==> src/rtl/sa_pkg.sv <==
// Shared types and helpers for the systolic-array result drain.
// Result element e of the flattened Y bus sits at bit offset result_slice(e), element 0 at the MSBs.
package sa_pkg;

  typedef enum logic [2:0] {
    IDLE,
    FEED,
    SETTLE,
    CAPTURE,
    STREAM
  } sa_state_t;

  localparam int DEF_WIDTH = 32;
  localparam int RES_W     = 2 * DEF_WIDTH;

  function automatic int result_slice(input int e, input int n, input int res_w);
    return (n - e - 1) * res_w;
  endfunction

endpackage

==> src/rtl/sa_snapshot_bank.sv <==
// N x RW register file: whole Y bus loaded in one cycle, one word read out through a mux.
// Combinational read of registered words; no backpressure of its own.
module sa_snapshot_bank
  import sa_pkg::*;
#(
  parameter int N     = 16,
  parameter int RW    = RES_W,
  parameter int IDX_W = 4
) (
  input  logic              CLK,
  input  logic              load,
  input  logic [N*RW-1:0]   y,
  input  logic [IDX_W-1:0]  rd_idx,
  output logic [RW-1:0]     rd_data
);

  logic [RW-1:0] bank [N];

  // Contents are only meaningful after a load, so no reset is needed.
  always_ff @(posedge CLK) begin
    if (load) begin
      for (int e = 0; e < N; e++) begin
        bank[e] <= y[result_slice(e, N, RW) +: RW];
      end
    end
  end

  always_comb begin
    rd_data = '0;
    for (int e = 0; e < N; e++) begin
      if (rd_idx == IDX_W'(e)) rd_data = bank[e];
    end
  end

endmodule

==> src/rtl/sa_result_drain.sv <==
// Tracks an SA compute window, snapshots Y once settled, then streams N words row-major.
// First word max(k_len,1)+LAT+1 cycles after start; registered outputs hold while out_ready is low.
module sa_result_drain
  import sa_pkg::*;
#(
  parameter int WIDTH = DEF_WIDTH,
  parameter int HPE   = 4,
  parameter int VPE   = 4,
  parameter int LAT   = HPE + VPE - 1,
  parameter int KW    = 16,
  localparam int RW    = 2 * WIDTH,
  localparam int N     = HPE * VPE,
  localparam int ROW_W = (HPE > 1) ? $clog2(HPE) : 1,
  localparam int COL_W = (VPE > 1) ? $clog2(VPE) : 1,
  localparam int IDX_W = (N > 1) ? $clog2(N) : 1
) (
  input  logic              CLK,
  input  logic              RST,
  input  logic              start,
  input  logic [KW-1:0]     k_len,
  input  logic [N*RW-1:0]   Y,
  output logic [RW-1:0]     out_data,
  output logic [ROW_W-1:0]  out_row,
  output logic [COL_W-1:0]  out_col,
  output logic              out_valid,
  input  logic              out_ready,
  output logic              out_last,
  output logic              busy,
  output logic              done,
  output logic              start_ignored
);

  localparam int WAIT_W = (LAT > 1) ? $clog2(LAT) : 1;

  if (LAT < 1) begin : g_lat_check
    $error("sa_result_drain: LAT must be at least 1");
  end

  sa_state_t          state, state_nxt;
  logic [KW-1:0]      beat_cnt, beat_nxt;
  logic [WAIT_W-1:0]  wait_cnt, wait_nxt;
  logic [IDX_W-1:0]   idx, idx_nxt, idx_p1;
  logic [ROW_W-1:0]   row_nxt;
  logic [COL_W-1:0]   col_nxt;
  logic [RW-1:0]      data_nxt, rd_data;
  logic               vld_nxt, last_nxt, done_nxt, ign_nxt, cap;
  logic               accept;

  assign accept = out_valid && out_ready;
  assign idx_p1 = idx + 1'b1;
  assign busy   = (state != IDLE);

  sa_snapshot_bank #(
    .N     (N),
    .RW    (RW),
    .IDX_W (IDX_W)
  ) u_bank (
    .CLK     (CLK),
    .load    (cap),
    .y       (Y),
    .rd_idx  (idx_p1),
    .rd_data (rd_data)
  );

  always_comb begin
    state_nxt = state;
    beat_nxt  = beat_cnt;
    wait_nxt  = wait_cnt;
    idx_nxt   = idx;
    row_nxt   = out_row;
    col_nxt   = out_col;
    data_nxt  = out_data;
    vld_nxt   = out_valid;
    last_nxt  = out_last;
    done_nxt  = 1'b0;
    ign_nxt   = start && (state != IDLE);
    cap       = 1'b0;
    case (state)
      IDLE: begin
        // The start cycle is itself the first beat, so a one-beat job skips FEED.
        if (start) begin
          if (k_len <= KW'(1)) begin
            state_nxt = SETTLE;
            wait_nxt  = WAIT_W'(LAT - 1);
          end else begin
            state_nxt = FEED;
            beat_nxt  = k_len - 1'b1;
          end
        end
      end
      FEED: begin
        beat_nxt = beat_cnt - 1'b1;
        if (beat_cnt == KW'(1)) begin
          state_nxt = SETTLE;
          wait_nxt  = WAIT_W'(LAT - 1);
        end
      end
      SETTLE: begin
        if (wait_cnt == '0) state_nxt = CAPTURE;
        else                wait_nxt  = wait_cnt - 1'b1;
      end
      CAPTURE: begin
        // Word 0 bypasses the bank so it is valid the cycle right after capture.
        cap       = 1'b1;
        state_nxt = STREAM;
        idx_nxt   = '0;
        row_nxt   = '0;
        col_nxt   = '0;
        vld_nxt   = 1'b1;
        last_nxt  = (N == 1);
        data_nxt  = Y[result_slice(0, N, RW) +: RW];
      end
      STREAM: begin
        if (accept) begin
          if (out_last) begin
            state_nxt = IDLE;
            vld_nxt   = 1'b0;
            last_nxt  = 1'b0;
            done_nxt  = 1'b1;
          end else begin
            idx_nxt  = idx_p1;
            data_nxt = rd_data;
            last_nxt = (idx_p1 == IDX_W'(N - 1));
            if (out_col == COL_W'(VPE - 1)) begin
              col_nxt = '0;
              row_nxt = out_row + 1'b1;
            end else begin
              col_nxt = out_col + 1'b1;
            end
          end
        end
      end
      default: state_nxt = IDLE;
    endcase
  end

  always_ff @(posedge CLK or negedge RST) begin
    if (!RST) begin
      state         <= IDLE;
      beat_cnt      <= '0;
      wait_cnt      <= '0;
      idx           <= '0;
      out_row       <= '0;
      out_col       <= '0;
      out_data      <= '0;
      out_valid     <= 1'b0;
      out_last      <= 1'b0;
      done          <= 1'b0;
      start_ignored <= 1'b0;
    end else begin
      state         <= state_nxt;
      beat_cnt      <= beat_nxt;
      wait_cnt      <= wait_nxt;
      idx           <= idx_nxt;
      out_row       <= row_nxt;
      out_col       <= col_nxt;
      out_data      <= data_nxt;
      out_valid     <= vld_nxt;
      out_last      <= last_nxt;
      done          <= done_nxt;
      start_ignored <= ign_nxt;
    end
  end

endmodule
==> config.mk <==
export PLATFORM = sky130hd
export DESIGN_NAME = sa_result_drain
export DESIGN_NICKNAME = d
export VERILOG_FILES = /design/src/rtl/sa_pkg.sv /design/src/rtl/sa_snapshot_bank.sv /design/src/rtl/sa_result_drain.sv
export SDC_FILE = /design/constraint.sdc
export NUM_CORES = 1
export LEC_CHECK = 0
export CAP_MARGIN = 40
export CORE_AREA = 3 3 431 433
export CTS_CLUSTER_DIAMETER = 200
export DETAILED_ROUTE_END_ITERATION = 10
export DIE_AREA = 0 0 434 436
export HOLD_SLACK_MARGIN = 0.05
export PLACE_DENSITY = 0.57
export SLEW_MARGIN = 20
export SYNTH_ARGS = -nofsm -noshare
export SYNTH_HDL_FRONTEND = slang
export SYNTH_SLANG_ARGS = --single-unit
==> constraint.sdc <==
create_clock -name CLK -period 67.8 [get_ports CLK]
set_clock_uncertainty 0.05 [all_clocks]
set_input_delay 16.95 -clock CLK [delete_from_list [all_inputs] [get_ports CLK]]
set_output_delay 16.95 -clock CLK [all_outputs]
set_load 0.02 [all_outputs]
* After elaboration in Yosys (flattened, before gate mapping)
Memories as Yosys holds them, arrays and structs flattened.
Cells that the tools add are included.
W data, S select, Z words.
** Word-level totals
- Register bits after elaboration :: 98
- Logic and storage cells :: 123
- Memories :: 1
- Bits of input ports :: 1044
- Memory bits (writable) :: 1024
- ROM bits :: 0
- Latch bits :: 0
** Memories
- u_bank.bank :: words 16, bits a word 64, read ports 16, clocked after Yosys merged registers in 0, write ports 16, line sa_snapshot_bank.sv:17 : logic [RW-1:0] bank [N];
** Operators by class
- Div/mod/pow operators :: 0
- $lt $le $gt $ge :: 1
- Shift-type cells :: 0
- Mux-type cells :: 57
- Equal/unequal tests :: 31
- Multipliers :: 0
- Add/sub/neg operators :: 6
- Bitwise operators :: 0
- Reduce and logical (&&, ||, !) cells :: 16
** Operators by type and width (count)
- $mux W64 :: 18
- $pmux W64 S2 :: 1
- $eq A4 B4 Y1 const B :: 8
- $mux W16 :: 2
- $pmux W16 S2 :: 1
- $sub A16 B1 Y16 const B :: 2
- $mux W3 :: 9
- $ne A2 B2 Y1 const B :: 10
- $eq A16 B1 Y1 const B :: 1
- $eq A4 B3 Y1 const B :: 4
- $le A16 B1 Y1 const B :: 1
- $pmux W3 S5 :: 1
- $mux W2 :: 7
- $mux W1 :: 10
- $reduce_and A5 Y1 :: 2
- $pmux W3 S3 :: 1
- $reduce_and A3 Y1 :: 3
- $eq A4 B2 Y1 const B :: 2
- $mux W4 :: 2
- $pmux W2 S2 :: 2
- $pmux W4 S2 :: 1
- $eq A3 B2 Y1 const B :: 2
- $logic_not A3 Y1 :: 2
- $reduce_bool A3 Y1 :: 2
- other kinds (13) :: 17

* Longest topological paths before layout
- Depth in word-level cells :: 21
- Gate-level depth with buffers :: 14

* Hierarchy
Synthesis repeated with hierarchy kept, for this count alone.
** Unflattened totals
- Cells, all modules :: 2785
- Area, all modules :: 45344.7 sq um
** Modules (own cells, without submodules)
- sa_snapshot_bank :: instances 1, cells each 2227, area each 40146.0 sq um
- sa_result_drain :: instances 1, cells each 558, area each 5198.7 sq um

* Worst setup path before layout
No wires, ideal clock.
- Kind :: register -> register
- Start :: reg state[2]
- End :: reg out_data[45]
- Period minus slack after synthesis :: 23.825 ns
- Stages on the path, launching flop included :: 7
- Data required time :: 67.601 ns
- Setup slack :: 43.975 ns
- Arrival time :: 23.626 ns
- Path through :: dfrtp_1 -> buf_2 -> nand3b_1 -> inv_1 -> a22oi_1 -> o211ai_1 -> a2bb2oi_1
** On the way
- Cells in the longest elaborated chain, start to end :: 3
- Elaborated cells between the ends (all ways) :: 7
- Classes of those cells :: 4 x eq/ne; 1 x mux; 2 x reduce/logical
** Ends and longest elaborated chain
- start: declaration :: line sa_result_drain.sv:39 : sa_state_t state, state_nxt;
- start signal: assignment :: line sa_result_drain.sv:151 : state <= state_nxt;
- $eq A3 B3 Y1 / $eq A3 B2 Y1 (equally long branches) :: line sa_result_drain.sv:78 : case (state)
- $ne A2 B2 Y1 (no source line) / $reduce_bool A2 Y1 (equally long branches)
- $reduce_and A3 Y1 (no source line)
- end signal: assignment :: line sa_result_drain.sv:157 : out_data <= data_nxt;
- end: declaration :: line sa_result_drain.sv:22 : output logic [RW-1:0] out_data,
Several ways; a longest one is shown, not always the timed one.
A chain may end at the register's enable or synchronous reset.

* Final worst setup path
- Start :: reg state[0]
- End :: out busy
** On the way
- Cells in the longest elaborated chain, start to end :: 1
** Ends and longest elaborated chain
- $reduce_bool A3 Y1 :: line sa_result_drain.sv:51 : assign busy = (state != IDLE);
- end: declaration :: line sa_result_drain.sv:28 : output logic busy,
No other way between the ends.

==> key figures <==
Run status
  • Outcome: finished, final reports clean

Critical path
  • RR Startpoint: idx[1]
  • Cell chain of the critical path: clkinv_1, nand2_1, clkdlybuf4s50_1
  • Worst Reg-to-Reg Cells: 12
  • Crit path required time: 50.80 ns
  • Worst r2r dst: out_data[61]
  • Crit path DAT: 2.99 ns
  • Slowest stage delay, CP: 0.73 ns
  • Setup slack, reg-to-reg: 62.05 ns
  • Crit path to: busy
  • Critical path class: reg2out
  • Worst Path Max Fanout: 15
  • CP Launch Type: register
  • CP startpoint: state[0]
  • Crit path max-delay cell type: dfrtp_1
  • Crit path capture type: primary output

Timing
  • Max-slew violation total from the final report: 0
  • Period utilisation layout: between 20% and 30%
  • Setup violations, final: 0
  • Worst-Margin Slew: 1.02 ns
  • Final Hold Viols: 0
  • RSZ-0062 raised after global routing: no
  • Clock period minus worst slack: about 20 ns
  • Worst hold slack: 0.467 ns
  • F_max: 50.0 MHz
  • Total negative setup slack: 0 ns
  • Max-slew headroom: between 30% and 40%

Logic synthesis
  • Post-Synthesis Cells: 3183
  • Async S/R FF share, synth: 8.73%
  • Post-synthesis cell area: around 45000 µm²
  • Seq/Total Area, Yosys: 73.3%
  • YS warnings: 0
  • Post-synth EDFFs: 1024
  • Syn nets: 4239
  • #FFs+latches synth: ~1100
  • Syn_area_per_cell: 14.2 µm²
  • Synth Flop Type: edfxtp_1
  • Synth cell types: 84

Drt
  • Vias: roughly 36000
  • Final ANT Viol Nets: 0
  • DRT iter0 DRCs: 4607
  • Vias/cell: 5.27
  • Routed WL: 232000 µm
  • Drt wl/cell: 33.9 µm
  • First drt pass iteration count: 6
  • Drt drc: 0

Global route
  • Gr ovfl total: 0
  • First-pass GRT wire length: 304000 µm
  • Largest net degree at the start of global routing: roughly 170
  • Vias in the first global route: around 35000
  • GRT Util Overall: 23.6%
  • Initial antenna violation count: 110

Min path
  • HP Class: reg2reg

Power
  • P_leak: 0.0210 µW
  • PwrDens: 40.0 nW/µm²
  • Power, Total: ~2600 µW
  • Peak supply drop: between 0.02 and 0.03 mV

Die
  • Initial Util: between 20% and 30%
  • Chip width: around 430 µm
  • CORE AREA: roughly 180000 µm²
  • # IOs: 1117
  • Std cell rows: 157
  • Overall die height: 436 µm
  • Die area: 189000 µm²

Cells and area
  • Fraction of final layout cells sized beyond drive strength 1: 8.50%
  • Final instance area: 64600 µm²
  • Final Util: approximately 35%
  • Nets: 5357
  • Layout Area Growth over Synthesis: 42.6%

Clocking
  • Hold-fix buffers, CTS: 0
  • Clk root buf: clkbuf_16
  • Clk_lat worst skew: 0.81 ns
  • Htree depth: 4
  • Clock Tree Buf Depth: 3
  • Postcts setup bufs: 0
  • Count of clock tree sinks: 1122
  • Total CTS buffers: about 130
  • CTS resizes: 0
  • Clock transition at path regs: 0.06 ns
  • TritonCTS clock tree: built

Placed design
  • Post-DP Area: about 60000 µm²
  • Placer Congestion: roughly 0.9
  • IO Port Bufs: 1116
  • DP HPWL: around 170000 µm

Flow run
  • Max-Cap Viols: 0
synth_stat cells, types with 6 or more instances:
| cell | count | share of area [%] |
|---|---|---|
| o32a_1 | 33 | 0.73 |
| clkbuf_1 | 139 | 1.2 |
| a32o_1 | 11 | 0.24 |
| nand2_1 | 229 | 1.9 |
| a211oi_1 | 52 | 0.86 |
| o21ai_1 | 13 | 0.14 |
| a31oi_1 | 30 | 0.41 |
| xnor2_1 | 9 | 0.17 |
| or3_1 | 8 | 0.11 |
| xor2_1 | 6 | 0.12 |
| edfxtp_1 | 1024 | 68 |
| a211o_1 | 9 | 0.17 |
| mux2i_1 | 10 | 0.22 |
| nor3_1 | 77 | 0.85 |
| nand3_1 | 45 | 0.50 |
| a221oi_1 | 145 | 2.8 |
| a21oi_1 | 156 | 1.7 |
| nor4_1 | 16 | 0.22 |
| o21a_1 | 10 | 0.17 |
| o221ai_1 | 31 | 0.60 |
| and2_1 | 12 | 0.17 |
| dfrtp_1 | 98 | 5.4 |
| inv_1 | 16 | 0.13 |
| a32oi_1 | 8 | 0.15 |
| mux2_2 | 8 | 0.20 |
| a2111oi_0 | 11 | 0.21 |
| o22ai_1 | 119 | 1.6 |
| o21ai_0 | 263 | 2.9 |
| a221o_1 | 37 | 0.82 |
| buf_1 | 27 | 0.22 |
| o211ai_1 | 40 | 0.66 |
| a22o_1 | 7 | 0.14 |
| buf_2 | 65 | 0.72 |
| ha_1 | 12 | 0.33 |
| a21oi_2 | 6 | 0.12 |
| nand3b_1 | 6 | 0.099 |
| nand2b_1 | 7 | 0.097 |
| a22oi_1 | 70 | 1.2 |
| nor2b_1 | 8 | 0.11 |
| o22a_1 | 6 | 0.12 |
| nor2_1 | 207 | 1.7 |
cells in the final DEF (no fill, tap or decap), types with 75 or more instances in the layout:
| master | synthesis | layout |
|---|---|---|
| nor2_1 | 207 | 199 |
| nand2_1 | 229 | 228 |
| o21ai_0 | 263 | 260 |
| clkdlybuf4s50_1 | 0 | 1115 |
| a21oi_1 | 156 | 155 |
| buf_4 | 5 | 75 |
| dfrtp_1 | 98 | 98 |
| edfxtp_1 | 1024 | 1024 |
| a221oi_1 | 145 | 145 |
| clkbuf_16 | 0 | 136 |
| o22ai_1 | 119 | 119 |
| nor3_1 | 77 | 76 |
through the flow:
stage / worst slack [ns] / std cells
floorplan: 43.97 / 3183
CTS: 47.66 / 6791
global route: 47.59 / 6857
global placement: 47.68 / 6515
detailed placement: 47.92 / 6546
finish: 47.81 / 6866
where the power goes:
part / internal, µW / switching [µW]
logic: 290 / 539
clock network: 443 / 310
registers: 928 / 70.7
state kept, by name, indices dropped and copies added, names as in the netlist:
name / count
idx: 4
out_valid: 1
start_ignored: 1
done: 1
out_last: 1
beat_cnt: 16
wait_cnt: 3
out_data: 64
out_row: 2
out_col: 2
state: 3
u_bank.bank: 1024
critical path, delay by kind of cell (launching register included):
family                 cells  cell delay (ns)
buffers and inverters      2             1.13
AND/OR/NAND/NOR            1             0.33
flip-flops                 1             0.73
metal layers:
metal	vias up	track usage (%)	wire (µm)
met2	2409	39.5	116000
met5	-	0	55
met1	18142	27.3	82600
met4	8	13.4	12700
li1	15141	-	-
met3	506	5.90	21400
area by class of cell:
class                           instances  area (µm²)
Fill cell                           17625      118000
Sequential cell                      1122       33200
Timing Repair Buffer                 1223       12400
Multi-Input combinational cell       1802       11300
Clock buffer                          182        3700
Tap cell                             2385        2980
Clock inverter                         63         837
Antenna cell                           70         175
Inverter                               19        83.8
worst min-delay path by stage:
stage | to | depth (start not counted) | startpoint | slack (ns)
final | beat_cnt[9] | 1 | beat_cnt[9] | 0.47
after detailed placement | out_data[5] | 2 | u_bank.bank[1][453] | 0.45
after global routing | out_data[5] | 2 | u_bank.bank[1][453] | 0.50
after floorplan | out_data[3] | 2 | u_bank.bank[1][451] | 0.41
after global placement | beat_cnt[9] | 1 | beat_cnt[9] | 0.44
after CTS | out_data[5] | 2 | u_bank.bank[1][453] | 0.47
cell families (layout without fill, tap and decap cells):
kind of cell	Yosys count	in the layout	share of synthesized area, %
AOI/OAI and AO/OA	1107	1107	16.9
xor gates and xnor gates	15	15	0.290
adders and majority gates	12	12	0.331
buffers and inverters	259	1487	2.43
DFF	1122	1122	73.3
muxes	18	18	0.420
other	0	70	0
and+or+nand+nor	650	650	6.40
Power figures use the tool's default switching activity.
==> RTL edit, RTL diff (same settings) <==
Re-encode `sa_state_t` (5 states) as one-hot, 5 bits wide.
--- a/src/rtl/sa_pkg.sv
+++ b/src/rtl/sa_pkg.sv
@@ -4,8 +4,8 @@
 
-  typedef enum logic [2:0] {
-    IDLE,
-    FEED,
-    SETTLE,
-    CAPTURE,
-    STREAM
+  typedef enum logic [4:0] {
+    IDLE    = 5'b00001,
+    FEED    = 5'b00010,
+    SETTLE  = 5'b00100,
+    CAPTURE = 5'b01000,
+    STREAM  = 5'b10000
   } sa_state_t;
Formal check against the unedited RTL: no difference found for any inputs over 4 cycles, from zero or initial values and one cycle with RST low; so few cycles prove little.
==> RTL edit against the original RTL <==
Worst setup slack gained 680 ps. Sequential cell count grew 2. Largest cell class unchanged. Wire length shrank 11%. Critical path type unchanged. Cell area shrank 1.9%. First-iteration DRC count shrank 8.2%. Highest routed layer unchanged. Fmax grew 3.5%. Hold slack lost 44 ps. Area after synthesis shrank 1.8%.
Power is not compared: it rests on default switching activity, and its combinational part moved more than twofold at a synthesized area within 25%.
==> RTL edit: results <==
{
  "gp_congestion": 0.901,
  "drive_gt1_share_pct": 7.98,
  "dp_hpwl_um": 152000,
  "grt_pass1_wl_um": 273000,
  "antenna_found_initial": 90,
  "yosysSeqAreaShare_pct": 74.7,
  "min_from": "wait_cnt[0]$_DFFE_PN0P_",
  "buf_share_pct": 19.0,
  "multi_input_gates": 1511,
  "wl_per_cell_um": 31.7,
  "grt_max_degree": 191,
  "nClkBuffers": 183,
  "flops_and_latches": 1124,
  "clock_latency_ps": 790,
  "nets": 5052,
  "reg2reg_setup_slack_ps": 63040,
  "antenna_cells": 52,
  "crit_start": "state[4]$_DFFE_PN0P_",
  "syn_nets": 3947,
  "timing.critical_path.slowest_cell_delay_ps": 620,
  "fin_area_um2": 63400,
  "cts_made_buffers": 137,
  "synth_cell_types": 74,
  "grt_pass1_vias": 32400,
  "postPlaceCellArea_um2": 58700,
  "track_usage_pct": 20.9,
  "r2r-end": "out_data[1]$_DFFE_PN0P_",
  "nFillCells": 17700,
  "outcome": "finished clean",
  "synth_area_leaders": "edfxtp_1, dfrtp_1, a221o_1, a22oi_1, nand2_1",
  "clkCellAreaFrac_pct": 7.12,
  "dr_total_vias": 33500,
  "cp_max_fo": 6,
  "avgSynthCellArea_um2": 15.4,
  "cp.arrival_ps": 2320,
  "slew_headroom_pct": 19.9,
  "slowest_stage": "clkdlybuf4s50_1"
}
[RTL edit: logic make-up after synthesis]
| group | Yosys count | synth area share [%] |
|---|---|---|
| compound gates | 1034 | 17.5 |
| xor+xnor | 15 | 0.295 |
| fa+ha+maj | 12 | 0.337 |
| buf+inv | 256 | 2.33 |
| flops | 1124 | 74.7 |
| mux | 1 | 0.0253 |
| simple gates | 449 | 4.78 |
[RTL edit: layer usage]
layer / part of all wire, % / GRT usage [%] / routed length (um)
met5: 0.028 / 0 / 59
met3: 9.8 / 5.84 / 20400
met1: 38 / 25.8 / 78200
met4: 3.0 / 7.80 / 6260
met2: 49 / 34.6 / 103000
[RTL edit: power by group through the flow]
stage	Combinational, mW	Clock, mW	Sequential (mW)
final	0.108	0.745	0.774
after global routing	0.115	0.784	0.775
after CTS	0.108	0.758	0.774
after detailed placement	0.107	0	0.788
after global placement	0.106	0	0.788
after floorplan	0.0235	0	0.789
